`src/rtl/mac_pkg.sv`:
```
// mac_pkg: constants and types shared by the MAC array and its downstream stages.
//   MAC_DIM / MAC_IN_W / MAC_ACC_W : array geometry and element widths
//   acc_mat_t                      : DIM x DIM signed accumulator matrix, [row][col]
//   drain_state_e                  : result-drain FSM states
package mac_pkg;

  localparam int unsigned MAC_DIM   = 4;
  localparam int unsigned MAC_IN_W  = 8;
  localparam int unsigned MAC_ACC_W = 32;

  typedef logic signed [MAC_DIM-1:0][MAC_DIM-1:0][MAC_ACC_W-1:0] acc_mat_t;

  typedef enum logic {
    IDLE  = 1'b0,
    DRAIN = 1'b1
  } drain_state_e;

endpackage

```
`src/rtl/mac_result_drain_sat_clamp.sv`:
```
// sat_clamp: combinational signed narrowing with saturation.
//   din     in  IN_W  signed value
//   dout    out OUT_W signed value, clamped to [-2^(OUT_W-1), 2^(OUT_W-1)-1]
//   clamped out 1     high when din did not fit and was clamped
// OUT_W == IN_W is a pass-through with clamped tied low.
module sat_clamp #(
  parameter int unsigned IN_W  = 32,
  parameter int unsigned OUT_W = 32
) (
  input  logic signed [IN_W-1:0]  din,
  output logic signed [OUT_W-1:0] dout,
  output logic                    clamped
);

  if (OUT_W == IN_W) begin : g_pass
    assign dout    = din;
    assign clamped = 1'b0;
  end else begin : g_narrow
    // The value fits when every bit from the output sign bit upwards
    // matches, i.e. they are all ones or all zeros.
    logic [IN_W-OUT_W:0] upper;
    logic                fits;
    logic [OUT_W-1:0]    min_v;
    logic [OUT_W-1:0]    max_v;

    assign upper = din[IN_W-1:OUT_W-1];
    assign fits  = (&upper) | ~(|upper);

    always_comb begin
      min_v            = '0;
      min_v[OUT_W-1]   = 1'b1;
      max_v            = ~min_v;
      if (fits) begin
        dout = din[OUT_W-1:0];
      end else if (din[IN_W-1]) begin
        dout = min_v;
      end else begin
        dout = max_v;
      end
      clamped = ~fits;
    end
  end

endmodule

```
`src/rtl/mac_result_drain.sv`:
```
// mac_result_drain: snapshots the DIM x DIM accumulator matrix on a capture
// pulse and streams it out row-major on a valid/ready master stream.
//   clk, rst_n          clock / async active-low reset
//   capture             snapshot request (accepted in IDLE or on the last-beat handshake)
//   acc                 accumulator matrix [row][col], ACC_W signed each
//   busy                high while draining
//   overrun             one-cycle pulse when a capture is dropped
//   m_tvalid/m_tready   stream handshake
//   m_tdata             element value, saturated to OUT_W
//   m_tlast             final element [DIM-1][DIM-1]
//   m_tuser             this beat's value was clamped
module mac_result_drain
  import mac_pkg::*;
#(
  parameter int unsigned DIM   = MAC_DIM,
  parameter int unsigned ACC_W = MAC_ACC_W,
  parameter int unsigned OUT_W = 32
) (
  input  logic                                    clk,
  input  logic                                    rst_n,
  input  logic                                    capture,
  input  logic signed [DIM-1:0][DIM-1:0][ACC_W-1:0] acc,
  output logic                                    busy,
  output logic                                    overrun,
  output logic                                    m_tvalid,
  input  logic                                    m_tready,
  output logic signed [OUT_W-1:0]                 m_tdata,
  output logic                                    m_tlast,
  output logic                                    m_tuser
);

  localparam int unsigned NUM   = DIM * DIM;
  localparam int unsigned IDX_W = (NUM > 1) ? $clog2(NUM) : 1;
  localparam logic [IDX_W-1:0] LAST_IDX = IDX_W'(NUM - 1);

  drain_state_e          state_q, state_d;
  logic [IDX_W-1:0]      idx_q, idx_d;
  logic [NUM*ACC_W-1:0]  snap_q;
  logic                  load_snap;
  logic                  overrun_q, overrun_d;
  logic                  hs, last_hs;
  logic signed [ACC_W-1:0] elem;
  logic signed [OUT_W-1:0] sat_data;
  logic                    sat_flag;

  assign hs      = (state_q == DRAIN) && m_tready;
  assign last_hs = hs && (idx_q == LAST_IDX);

  always_ff @(posedge clk or negedge rst_n) begin
    if (!rst_n) begin
      state_q   <= IDLE;
      idx_q     <= '0;
      snap_q    <= '0;
      overrun_q <= 1'b0;
    end else begin
      state_q   <= state_d;
      idx_q     <= idx_d;
      overrun_q <= overrun_d;
      if (load_snap) begin
        snap_q <= acc;
      end
    end
  end

  // A capture coinciding with the last-beat handshake reloads the snapshot
  // and restarts at index 0 without leaving DRAIN, so tiles chain with no bubble.
  always_comb begin
    state_d   = state_q;
    idx_d     = idx_q;
    load_snap = 1'b0;
    overrun_d = 1'b0;
    case (state_q)
      IDLE: begin
        if (capture) begin
          state_d   = DRAIN;
          idx_d     = '0;
          load_snap = 1'b1;
        end
      end
      DRAIN: begin
        if (last_hs) begin
          idx_d = '0;
          if (capture) begin
            load_snap = 1'b1;
          end else begin
            state_d = IDLE;
          end
        end else begin
          if (hs) begin
            idx_d = idx_q + 1'b1;
          end
          if (capture) begin
            overrun_d = 1'b1;
          end
        end
      end
      default: state_d = IDLE;
    endcase
  end

  // Packed [row][col] layout places element i = row*DIM+col at bit i*ACC_W.
  always_comb begin
    elem = '0;
    for (int unsigned i = 0; i < NUM; i++) begin
      if (idx_q == IDX_W'(i)) begin
        elem = snap_q[i*ACC_W +: ACC_W];
      end
    end
  end

  sat_clamp #(
    .IN_W  (ACC_W),
    .OUT_W (OUT_W)
  ) u_sat (
    .din     (elem),
    .dout    (sat_data),
    .clamped (sat_flag)
  );

  assign m_tvalid = (state_q == DRAIN);
  assign busy     = (state_q == DRAIN);
  assign m_tlast  = m_tvalid && (idx_q == LAST_IDX);
  assign m_tdata  = m_tvalid ? sat_data : '0;
  assign m_tuser  = m_tvalid && sat_flag;
  assign overrun  = overrun_q;

endmodule

```
`config.mk`:
```
export PLATFORM = sky130hd
export DESIGN_NAME = mac_result_drain
export DESIGN_NICKNAME = d
export VERILOG_FILES = /design/src/rtl/mac_pkg.sv /design/src/rtl/mac_result_drain_sat_clamp.sv /design/src/rtl/mac_result_drain.sv
export SDC_FILE = /design/constraint.sdc
export NUM_CORES = 1
export LEC_CHECK = 0
export CELL_PAD_IN_SITES_DETAIL_PLACEMENT = 1
export CELL_PAD_IN_SITES_GLOBAL_PLACEMENT = 2
export CORE_AREA = 2 2 263 265
export CTS_CLUSTER_DIAMETER = 150
export DETAILED_ROUTE_END_ITERATION = 16
export DIE_AREA = 0 0 265 267
export GPL_TIMING_DRIVEN = 0
export PLACE_DENSITY_LB_ADDON = 0.25
export SLEW_MARGIN = 25
export SYNTH_ARGS = -nofsm -noshare
export SYNTH_HDL_FRONTEND = slang
export SYNTH_SLANG_ARGS = --single-unit
```
`constraint.sdc`:
```
create_clock -name clk -period 3.6 [get_ports clk]
set_input_delay 0.54 -clock clk [delete_from_list [all_inputs] [get_ports clk]]
set_output_delay 0.54 -clock clk [all_outputs]
set_load 0.01 [all_outputs]
```
==> metrics.log <==
[metrics] post-synthesis instance total: between 1500 and 2000
[metrics] CTS tree: done
[metrics] Detail Placement HPWL: around 82 mm
[metrics] P_leak: ~14 nW
[metrics] fin crit period: 3630 ps
[metrics] Placement Setup Slack: -1449 ps
[metrics] placed inst area: roughly 31000 um^2
[metrics] Max rail drop VDD: around 0.00043 V
[metrics] failing checks: negative setup slack
[metrics] Critical Path Start Type: flop
[metrics] worst min path class: in2async
[metrics] number of maximum-capacitance violations: 0
[metrics] most common flop cell mapped by yosys: sky130_fd_sc_hd__dfrtp_1
[metrics] area of the mapped netlist: around 24000 um^2
[metrics] portion of the post-synthesis area used by sequential elements: 53.64%
[metrics] CTS Root Buffer Type: sky130_fd_sc_hd__clkbuf_16
[metrics] number of ports placed on the die boundary: between 500 and 600
[metrics] number of buffers added on ports: roughly 550
[metrics] width of the die: 265 um
[metrics] antenna violations before repair: 37
[metrics] cells along the critical path: ha_2, buf_6, nand2_2, clkbuf_4, o21ai_0, a2111oi_4, o2bb2ai_2, buf_2
[metrics] FF-to-FF Start: idx_q[0]$_DFFE_PN0P_
[metrics] Design Area, Final: roughly 35000 um^2
[metrics] final global-route overflow total: 0
[metrics] longest individual stage delay on the worst path: approximately 730 ps
[metrics] proportion of layout cells with a drive suffix above 1: between 30% and 40%
[metrics] result of the run: finished with violations
[metrics] post-synthesis cell type with the largest combined area: sky130_fd_sc_hd__dfrtp_1
[metrics] DRC violations left: 0
[metrics] ys async rst share: between 90% and 100%
[metrics] number of global-route vias before repair: around 22000
[metrics] maximum number of pins on one net before global-route repair: 91
[metrics] highest-count cells in the layout ignoring fill and taps: sky130_fd_sc_hd__clkdlybuf4s50_1 (518), sky130_fd_sc_hd__dfrtp_1 (516), sky130_fd_sc_hd__mux2_2 (508), sky130_fd_sc_hd__nor2_1 (119), sky130_fd_sc_hd__a21oi_1 (113)
[metrics] count of antenna-violating nets left after detailed routing: 0
[metrics] Clock Tree Buf Depth: 3
[metrics] setup slack, reg-to-reg: ~730 ps
[metrics] switch share: a little under two fifths
[metrics] most frequent standard cell in the layout excluding fill and tap cells: sky130_fd_sc_hd__clkdlybuf4s50_1
[metrics] maximum net fanout on the critical path: 10
[metrics] number of failing setup endpoints in the final timing report: 4
[metrics] Crit path buffers/inverters: 3
[metrics] final weighted congestion of routability-driven global placement: just under 0.9
[metrics] fraction of post-synthesis cell area in the top cell type by area: a little over half
[metrics] sequential share of power: between 30% and 40%
[metrics] Yosys warnings: 0
[metrics] iteration count of the initial detailed-routing pass: 5
[metrics] number of enable flip-flop cells after synthesis: 0
[metrics] setup repair after global routing missed its margin: yes
[metrics] number of storage elements in the synthesis netlist: a little over 500
[metrics] Num Clock Sinks: between 500 and 600
[metrics] Cell variety after synth: 52
[metrics] clock slew seen by the registers of the worst setup and hold paths: approximately 60 ps
[metrics] maximum level of the CTS H-tree: 2
[metrics] power dissipated by switching net loads: between 10 and 15 mW
[metrics] Slowest-stage cell, CP: sky130_fd_sc_hd__o21ai_0
[metrics] source-to-sink clock delay at the later pin of the worst-skew pair: 640 ps
[metrics] clock share of power: between 20 and 25%
[metrics] critical path class: reg2out
[metrics] Gate power share: a little under half
[metrics] drt wl/cell: 30.87 um
[metrics] Final Hold Slack: between 400 and 500 ps
[metrics] worst path required time: approximately 3000 ps
[metrics] transition time at the pin with the least slew margin: just under 1000 ps
[metrics] Fin. Hold Viols: 0
[metrics] cell types with the largest area share after synthesis: sky130_fd_sc_hd__dfrtp_1 (54%), sky130_fd_sc_hd__mux2_2 (24%), sky130_fd_sc_hd__a21oi_1 (2.6%)
[metrics] Power per Cell Area: 878.0 nW/um^2
[metrics] total wire length: about 110 mm
[metrics] kind of cell adding the most delay to the critical path: compound AO/OA/AOI/OAI gates
[metrics] Via Count: about 20000
[metrics] CP startpoint: idx_q[0]$_DFFE_PN0P_
[metrics] Die Outline Area: between 70000 and 80000 um^2
[metrics] area growth from synthesis to layout: 45.63%
[metrics] maximum clock skew at final layout: about 26 ps
[metrics] internal power: 19.17 mW
[metrics] peak clock frequency supported by timing: about 0.28 GHz
[metrics] total negative slack: -68.41 ps
[metrics] Final Worst Setup Slack: -30.32 ps
[metrics] depth of the worst register-to-register path: 10
[metrics] final layout net count: 3104
[metrics] Overall Power: ~31 mW
[metrics] Slew HR: around a third
[metrics] detail-routed via count per cell: 5.678
[metrics] kind of end point of the critical path: primary output
[metrics] reg2reg end: snap_q[289]$_DFFE_PN0P_
[metrics] max-slew violation count: 0
[metrics] worst path arrival time: 3090 ps
[metrics] first-pass GRT wire length: about 160 mm
[metrics] Initial DRC Count: approximately 1400
[metrics] TritonCTS Buffers: 60
[metrics] Critical path destination: m_tdata[22]
[metrics] share of the clock period used by the worst path: 100.8%
[metrics] height of the die: around 270 um
[metrics] initial standard-cell utilization of the core: a little over a third
[metrics] Worst path depth: 8
[metrics] post-synth net total: between 2000 and 2500
[metrics] average cell area after synthesis: 12.39 um^2
[metrics] Row Count: 96
[metrics] total core area: roughly 70000 um^2
[metrics] global-route total usage across every layer: between 30 and 40%
## Yosys cell counts, types with 2 or more instances
cell,count
sky130_fd_sc_hd__inv_1,11
sky130_fd_sc_hd__a211oi_1,4
sky130_fd_sc_hd__buf_6,22
sky130_fd_sc_hd__buf_4,9
sky130_fd_sc_hd__o221ai_1,60
sky130_fd_sc_hd__mux2i_1,2
sky130_fd_sc_hd__a22oi_1,5
sky130_fd_sc_hd__and2_1,4
sky130_fd_sc_hd__clkbuf_1,86
sky130_fd_sc_hd__nand2_1,58
sky130_fd_sc_hd__buf_1,10
sky130_fd_sc_hd__o32a_1,30
sky130_fd_sc_hd__a2111oi_0,28
sky130_fd_sc_hd__a21oi_1,126
sky130_fd_sc_hd__mux2_2,508
sky130_fd_sc_hd__nor4_1,2
sky130_fd_sc_hd__nor2b_1,35
sky130_fd_sc_hd__buf_2,43
sky130_fd_sc_hd__nor2_1,122
sky130_fd_sc_hd__nand2b_1,6
sky130_fd_sc_hd__o2bb2ai_1,28
sky130_fd_sc_hd__o21ai_1,3
sky130_fd_sc_hd__a31oi_1,3
sky130_fd_sc_hd__nand3_1,6
sky130_fd_sc_hd__a221oi_1,61
sky130_fd_sc_hd__o22ai_1,34
sky130_fd_sc_hd__o211ai_1,2
sky130_fd_sc_hd__ha_1,4
sky130_fd_sc_hd__o21ai_0,98
sky130_fd_sc_hd__dfrtp_1,518
## layer usage
| layer | global-route usage, % | share of wire [%] | up-vias |
|---|---|---|---|
| met5 | 0 | 0.10 | - |
| met4 | 11.27 | 3.3 | 20 |
| met3 | 5.148 | 5.2 | 194 |
| met2 | 50.27 | 49 | 678 |
| met1 | 39.61 | 42 | 10600 |
| li1 | - | - | 8608 |
## sequential cells by signal, indices dropped and copies added, names as in the netlist
| signal | cells |
|---|---|
| busy | 1 |
| overrun | 1 |
| snap_q | 512 |
| idx_q | 4 |
## power groups by stage
stage / Clock [mW] / Sequential [mW] / Combinational [mW]
6_report: 6.29 / 10.6 / 14.0
5_1_grt: 6.57 / 11.0 / 14.7
4_1_cts: 6.37 / 10.5 / 13.5
3_5_place_dp: 0 / 10.5 / 11.4
3_3_place_gp: 0 / 10.4 / 11.1
2_1_floorplan: 0 / 9.83 / 6.43
## worst min path at each step
stage	startpoint	endpoint	slack [ps]	depth (start not counted)
floorplan	rst_n	busy$_DFF_PN0_	240	0
global placement	snap_q[374]$_DFFE_PN0P_	snap_q[374]$_DFFE_PN0P_	480	1
detailed placement	rst_n	snap_q[41]$_DFFE_PN0P_	490	1
CTS	rst_n	snap_q[41]$_DFFE_PN0P_	400	2
global route	rst_n	snap_q[41]$_DFFE_PN0P_	430	2
finish	rst_n	snap_q[41]$_DFFE_PN0P_	410	2
## cell type report
| class | count | area [um^2] |
|---|---|---|
| diodes | 29 | 72.57 |
| plain buffers | 168 | 1361 |
| clock buffers | 84 | 1703 |
| clock inverters | 23 | 266.5 |
| fillers | 6840 | 32790 |
| inverters | 12 | 52.55 |
| multi-input cells | 1250 | 11880 |
| flip-flops and latches | 518 | 12960 |
| well taps | 882 | 1104 |
| repair buffers | 574 | 5783 |
## stage by stage
step,cells,util [%]
after floorplan,1950,-
after global placement,3383,45.28
after detailed placement,3389,45.53
after CTS,3506,51.02
after global routing,3536,51.75
final,3540,51.76
## kinds of logic after synthesis
| family | Yosys count | share of synthesized area [%] |
|---|---|---|
| compound gates | 495 | 14.18 |
| fa+ha+maj | 4 | 0.2071 |
| buf+inv | 182 | 3.873 |
| flops | 518 | 53.64 |
| mux | 510 | 23.75 |
| other cells | 1 | 0.01552 |
| simple gates | 240 | 4.334 |
## repair_timing
| action | 4_1_cts | 5_1_grt |
|---|---|---|
| gates resized for setup | 525 | 103 |
| buffers inserted | 9 | 4 |
| hold buffers | 1 | 0 |
| gates cloned | 1 | 2 |
| setup endpoints to repair | 33 | 32 |
| hold endpoints to repair | 49 | 0 |
| pin swaps | 64 | 34 |
(Power assumes the default switching activity.)
